`config.mk`:
```
export PLATFORM = sky130hd
export DESIGN_NAME = pipe_register
export DESIGN_NICKNAME = d
export VERILOG_FILES = /design/src/rtl/pipe_register.sv
export SDC_FILE = /design/constraint.sdc
export NUM_CORES = 1
export LEC_CHECK = 0
export BUFFER_PORTS_ARGS = -buffer_cell sky130_fd_sc_hd__buf_2
export CAP_MARGIN = 20
export CELL_PAD_IN_SITES_DETAIL_PLACEMENT = 0
export CELL_PAD_IN_SITES_GLOBAL_PLACEMENT = 2
export CORE_MARGIN = 2
export CORE_UTILIZATION = 20
export CTS_CLUSTER_SIZE = 24
export DETAILED_ROUTE_END_ITERATION = 8
export GPL_ROUTABILITY_DRIVEN = 0
export PLACE_DENSITY_LB_ADDON = 0.1
export SYNTH_ARGS = -nofsm -noshare
export SYNTH_HDL_FRONTEND = slang
export SYNTH_SLANG_ARGS = --single-unit
```
`constraint.sdc`:
```
create_clock -name clk -period 0.8 [get_ports clk]
set_input_delay 0.16 -clock clk [delete_from_list [all_inputs] [get_ports clk]]
set_output_delay 0.16 -clock clk [all_outputs]
set_load 0.01 [all_outputs]
```
`src/rtl/pipe_register.sv`:
```
// Fixed-latency delay line: the data word is shifted through NUM_STAGES flops
// on every rising clk edge. A synchronous active-low reset clears all stages.
module pipe_register #(
  parameter int NUM_STAGES = 1,
  parameter int DATA_WIDTH = 16
) (
  input  logic                  clk,
  input  logic                  reset,
  input  logic [DATA_WIDTH-1:0] in,
  output logic [DATA_WIDTH-1:0] out
);

  generate
    if (NUM_STAGES < 0 || DATA_WIDTH < 1) begin : g_bad_params
      $error("pipe_register: illegal parameters NUM_STAGES=%0d DATA_WIDTH=%0d",
             NUM_STAGES, DATA_WIDTH);
      assign out = '0;
    end else if (NUM_STAGES == 0) begin : g_pass
      // Zero latency: plain wire, clock and reset intentionally unused.
      logic unused_sync;
      assign unused_sync = clk ^ reset;
      assign out         = in;
    end else begin : g_chain
      logic [DATA_WIDTH-1:0] stage_q [NUM_STAGES];
      logic [DATA_WIDTH-1:0] stage_d [NUM_STAGES];

      for (genvar k = 0; k < NUM_STAGES; k++) begin : g_stage
        if (k == 0) begin : g_head
          assign stage_d[k] = in;
        end else begin : g_body
          assign stage_d[k] = stage_q[k-1];
        end

        always_ff @(posedge clk) begin
          if (!reset) begin
            stage_q[k] <= '0;
          end else begin
            stage_q[k] <= stage_d[k];
          end
        end
      end

      // Output taken straight from the last flop.
      assign out = stage_q[NUM_STAGES-1];
    end
  endgenerate

endmodule

```
* Word level (Yosys, flattened, before mapping)
Memories as Yosys holds them, arrays and structs flattened.
Index checks and enable logic that the tools add are counted.
** Storage, ports and cells
- Bits in registers :: 0
- Memory bits (writable) :: 16
- Logic and storage cells :: 6
- Memories kept :: 1
** Operators by class
- Multiplexer cells :: 4
- Reduce and logical (&&, ||, !) cells :: 1
** Memories
- g_chain.stage_q :: words 1, bits a word 16, rd ports 1, clocked after Yosys merged registers in 0, write ports 1, RTL line 24 : logic [DATA_WIDTH-1:0] stage_q [NUM_STAGES];
** Operators with widths (count)
- $mux W16 :: 1
- $reduce_or A16 Y1 :: 1
- $mux W1 :: 3

* Logic depth before layout (Yosys ltp)
- Word-level depth :: 3
- Mapped depth :: 2

* Worst setup path after synthesis
No wires, ideal clock.
- Path kind :: input-to-reg
- Start point :: input port reset
- End point :: memory g_chain.stage_q[0][3]
- Data arrival time :: 411 ps
- Data required time :: 684 ps
- Slack :: 272 ps
- Stages :: 2
- Cells stage by stage :: buf_6 > and2_2
** Between the ends
- Word-level cells in the longest chain between the ends :: 3
- Elaborated cells between the ends (all ways) :: 5
- Those cells by class :: mux (4); reduce/logical (1)
** Ends and longest elaborated chain
- start: declaration :: RTL line 8 : input logic reset,
- $mux W1 (implied by the code) :: RTL line 38 : stage_q[k] <= stage_d[k];
- $reduce_or A16 Y1 (no line)
- $mux W16 (no line) / $mux W1 (equally long branches)
- end: declaration :: RTL line 24
Several ways; a longest one is shown, not always the timed one.

* Worst setup path after layout
- Start point :: memory g_chain.stage_q[0][15]
- End point :: output port out[15]
** Between the ends
- Word-level cells in the longest chain between the ends :: 1
** Ends and longest elaborated chain
- $mem_v2 Z1 W16
- end: declaration :: RTL line 10 : output logic [DATA_WIDTH-1:0] out
Every way passes these cells.

==> impl_results.html <==
<table>
<tr><th>Metric</th><th>Value</th></tr>
<tr><th colspan="2">Power and ir drop</th></tr>
<tr><td>Total power divided by cell area</td><td>2160 mW/mm^2</td></tr>
<tr><td>Standby leakage power</td><td>0.355 nW</td></tr>
<tr><td>Worst supply voltage drop on vdd</td><td>0.000786 V</td></tr>
<tr><th colspan="2">Floorplan</th></tr>
<tr><td>Die Footprint</td><td>0.00263 mm^2</td></tr>
<tr><td>Area of the core</td><td>0.00217 mm^2</td></tr>
<tr><td>Chip height</td><td>51.3 um</td></tr>
<tr><td>Number of ports placed on the die boundary</td><td>34</td></tr>
<tr><td>Floorplan die width</td><td>51.3 um</td></tr>
<tr><td>Site Rows</td><td>17</td></tr>
<tr><td>Initial Utilization</td><td>0.206</td></tr>
<tr><th colspan="2">Logic synthesis</th></tr>
<tr><td>Net count after synthesis</td><td>51</td></tr>
<tr><td>Fraction of synthesized area in multiplexers</td><td>0</td></tr>
<tr><td>Count of flip-flops with a built-in enable after synthesis</td><td>0</td></tr>
<tr><td>Adder-Cell Fraction of Synth Area</td><td>0</td></tr>
<tr><td>Mapped cell area</td><td>447 um^2</td></tr>
<tr><td>Post-synthesis sequential area ratio</td><td>0.717</td></tr>
<tr><td>Flops &amp; latches, synth</td><td>16</td></tr>
<tr><td>Number of library cell types mapped by synthesis</td><td>4</td></tr>
<tr><td>Xor/xnor cell area share of the yosys netlist</td><td>0</td></tr>
<tr><td>Largest family of logic cells by synthesized area</td><td>simple AND/OR/NAND/NOR gates</td></tr>
<tr><td>Mean area per synthesized cell</td><td>13.5 um^2</td></tr>
<tr><td>Synthesized netlist cell count</td><td>33</td></tr>
<tr><td>Top cell type by total area after synthesis</td><td>sky130_fd_sc_hd__dfxtp_1</td></tr>
<tr><td>Leading register cell type out of synthesis</td><td>sky130_fd_sc_hd__dfxtp_1</td></tr>
<tr><td>Count of warnings emitted by yosys</td><td>0</td></tr>
<tr><td>Area share of and/or/nand/nor cells after synthesis</td><td>0.258</td></tr>
<tr><td>Asr flop ratio synth</td><td>0</td></tr>
<tr><td>Ranking of synthesized cells by instance count</td><td>16 x sky130_fd_sc_hd__dfxtp_1, 12 x sky130_fd_sc_hd__and2_2, 4 x sky130_fd_sc_hd__and2_1</td></tr>
<tr><td>Synth area leaders</td><td>sky130_fd_sc_hd__dfxtp_1 72%, sky130_fd_sc_hd__and2_2 20%, sky130_fd_sc_hd__and2_1 5.6%, sky130_fd_sc_hd__buf_6 2.5%</td></tr>
<tr><td>Fraction of synthesized cell area taken by the top area cell type</td><td>0.717</td></tr>
<tr><td>Library cell with the highest instance count after synthesis</td><td>sky130_fd_sc_hd__dfxtp_1</td></tr>
<tr><td>Share of the synthesized area in compound gates (AO/OA/AOI/OAI)</td><td>0</td></tr>
<tr><th colspan="2">Global routing</th></tr>
<tr><td>Total congestion overflow</td><td>0</td></tr>
<tr><td>Global-route wire length before repair</td><td>1160 um</td></tr>
<tr><td>Largest net degree at the start of global routing</td><td>17</td></tr>
<tr><td>Antenna violations before repair</td><td>0</td></tr>
<tr><td>Via count of the first global-routing pass</td><td>304</td></tr>
<tr><td>Global-route usage over all layers</td><td>0.0656</td></tr>
<tr><th colspan="2">Cells and area</th></tr>
<tr><td>Antenna cells</td><td>0</td></tr>
<tr><td>Top flop regs</td><td>g_chain.stage_q (16)</td></tr>
<tr><td>Filler Cell Count</td><td>239</td></tr>
<tr><td>Total Nets Final</td><td>88</td></tr>
<tr><td>Non-Filler Cell Area, Final</td><td>702 um^2</td></tr>
<tr><td>Layout Area Growth over Synthesis</td><td>57.1%</td></tr>
<tr><td>Max FFs per register</td><td>16</td></tr>
<tr><td>Share of the core filled with cells in the final layout</td><td>0.324</td></tr>
<tr><td>Fraction of final layout cells with drive strength greater than 1</td><td>0.768</td></tr>
<tr><td>Register with the most flip-flops</td><td>g_chain.stage_q</td></tr>
<tr><th colspan="2">Setup path</th></tr>
<tr><td>Crit path launch type</td><td>flip-flop</td></tr>
<tr><td>Cell family with most CP delay</td><td>flip-flops</td></tr>
<tr><td>CP Capture Point</td><td>out[15]</td></tr>
<tr><td>Number of cells on the critical path</td><td>1</td></tr>
<tr><td>Critical Path, Cell by Cell</td><td>buf_6</td></tr>
<tr><td>Crit path required time</td><td>0.64 ns</td></tr>
<tr><td>Worst setup startpoint</td><td>g_chain.stage_q[0][15]$_SDFF_PN0_</td></tr>
<tr><td>Endpoint kind of the worst setup timing path</td><td>output port</td></tr>
<tr><td>Arrival @ worst endpoint</td><td>0.71 ns</td></tr>
<tr><td>Critical path type</td><td>reg2out</td></tr>
<tr><td>Slowest CP cell</td><td>sky130_fd_sc_hd__dfxtp_2</td></tr>
<tr><td>Buf/Inv on CP</td><td>1</td></tr>
<tr><td>Worst path max stage delay</td><td>0.33 ns</td></tr>
<tr><td>Highest fanout seen on the critical path</td><td>1</td></tr>
<tr><th colspan="2">CTS</th></tr>
<tr><td>Buffer type at the clock tree root</td><td>sky130_fd_sc_hd__clkbuf_4</td></tr>
<tr><td>Post-CTS setup buffer count</td><td>0</td></tr>
<tr><td>Post-CTS sizing</td><td>2</td></tr>
<tr><td>Depth of the CTS H-tree</td><td>1</td></tr>
<tr><td>Count of clock tree sinks</td><td>16</td></tr>
<tr><td>Hold-fix buffers, CTS</td><td>0</td></tr>
<tr><td>Clock Path Buffers</td><td>2</td></tr>
<tr><td>Clock buffer count from CTS</td><td>3</td></tr>
<tr><td>Clk slew on worst S/H paths</td><td>0.09 ns</td></tr>
<tr><td>Clock tree from TritonCTS</td><td>yes</td></tr>
<tr><th colspan="2">STA</th></tr>
<tr><td>Achievable Freq</td><td>1150 MHz</td></tr>
<tr><td>Tightest hold margin</td><td>0.0891 ns</td></tr>
<tr><td>Final critical-path setup slack</td><td>-0.0723 ns</td></tr>
<tr><td>Relative slew slack</td><td>0.870</td></tr>
<tr><td>Setup repair after global routing missed its margin</td><td>yes</td></tr>
<tr><td>Sum of negative setup slack</td><td>-1.06 ns</td></tr>
<tr><td>Final setup violating endpoints</td><td>16</td></tr>
<tr><td>Actual slew at the worst max-slew pin</td><td>0.194 ns</td></tr>
<tr><td>Count of final hold-check violations</td><td>0</td></tr>
<tr><td>Time the worst path needs with I/O delays and setup</td><td>0.872 ns</td></tr>
<tr><td>Final Cycle Share</td><td>1.09</td></tr>
<tr><td>Final number of max-transition violations</td><td>0</td></tr>
<tr><th colspan="2">Drt</th></tr>
<tr><td>Final WL</td><td>838 um</td></tr>
<tr><td>Routed Antenna Nets</td><td>0</td></tr>
<tr><td>Post-route DRC violation count</td><td>0</td></tr>
<tr><td>First-pass detailed-route iteration total</td><td>1</td></tr>
<tr><td>Vias</td><td>327</td></tr>
<tr><td>Detail-routed via count per cell</td><td>3.37</td></tr>
<tr><td>Violation count after the first detailed-route iteration</td><td>0</td></tr>
<tr><td>Wire per inst</td><td>8.64 um</td></tr>
<tr><th colspan="2">Status</th></tr>
<tr><td>Run status</td><td>complete, but fails checks</td></tr>
<tr><td>Failing checks</td><td>negative setup slack</td></tr>
<tr><th colspan="2">Min path</th></tr>
<tr><td>Worst min path class</td><td>in2reg</td></tr>
<tr><th colspan="2">Placed design</th></tr>
<tr><td>Placement-stage cell area</td><td>636 um^2</td></tr>
<tr><td>Placement Setup Slack</td><td>0.138 ns</td></tr>
<tr><td>HPWL after detailed placement</td><td>642 um</td></tr>
<tr><td>Total of buffers placed on input and output ports</td><td>33</td></tr>
<tr><th colspan="2">Flow run</th></tr>
<tr><td>Max-cap violations</td><td>0</td></tr>
</table>
-- report_power, final --
part           total, mW  internal [mW]  switching [mW]
registers          0.852          0.841          0.0112
clock network      0.511          0.276           0.234
logic              0.153         0.0939          0.0592
total               1.52           1.21           0.304
-- cell usage in the layout (no fill, tap or decap), drive strengths merged --
cell type / Yosys / layout
and2: 16 / 16
buf: 1 / 33
clkbuf: 0 / 4
dfxtp: 16 / 16
-- worst min path at each step --
stage,start,to,slack [ns],depth (start not counted)
4_1_cts,in[11],g_chain.stage_q[0][11]$_SDFF_PN0_,0.07,2
3_3_place_gp,in[14],g_chain.stage_q[0][14]$_SDFF_PN0_,0.38,2
2_1_floorplan,in[10],g_chain.stage_q[0][10]$_SDFF_PN0_,0.29,1
6_report,in[11],g_chain.stage_q[0][11]$_SDFF_PN0_,0.09,2
3_5_place_dp,in[11],g_chain.stage_q[0][11]$_SDFF_PN0_,0.38,2
5_1_grt,in[6],g_chain.stage_q[0][6]$_SDFF_PN0_,0.08,2
-- cells by family after synthesis --
kind of cell           count (synthesis)
buffers and inverters                  1
DFF                                   16
and+or+nand+nor                       16
-- area by class of cell --
type	count	area, um^2	share of cell area
timing repair buffer	33	190	0.271
clock buffer	4	36.3	0.0517
sequential	16	325	0.463
multi-input combinational	16	115	0.164
tap	28	35.0	0.0499
-- per-layer routing --
| layer | track usage | part of all wire |
|---|---|---|
| met4 | 0.0658 | 0.012 |
| met3 | 0.0263 | 0.12 |
| met5 | 0 | 0 |
| met2 | 0.0952 | 0.43 |
| met1 | 0.0699 | 0.43 |
-- stage by stage --
step | power, mW | std cells
after global placement | 1.01 | 93
after detailed placement | 1.01 | 93
after CTS | 1.54 | 97
final | 1.52 | 97
after global routing | 1.60 | 97
after floorplan | 0.931 | 33
(Power assumes the default switching activity.)
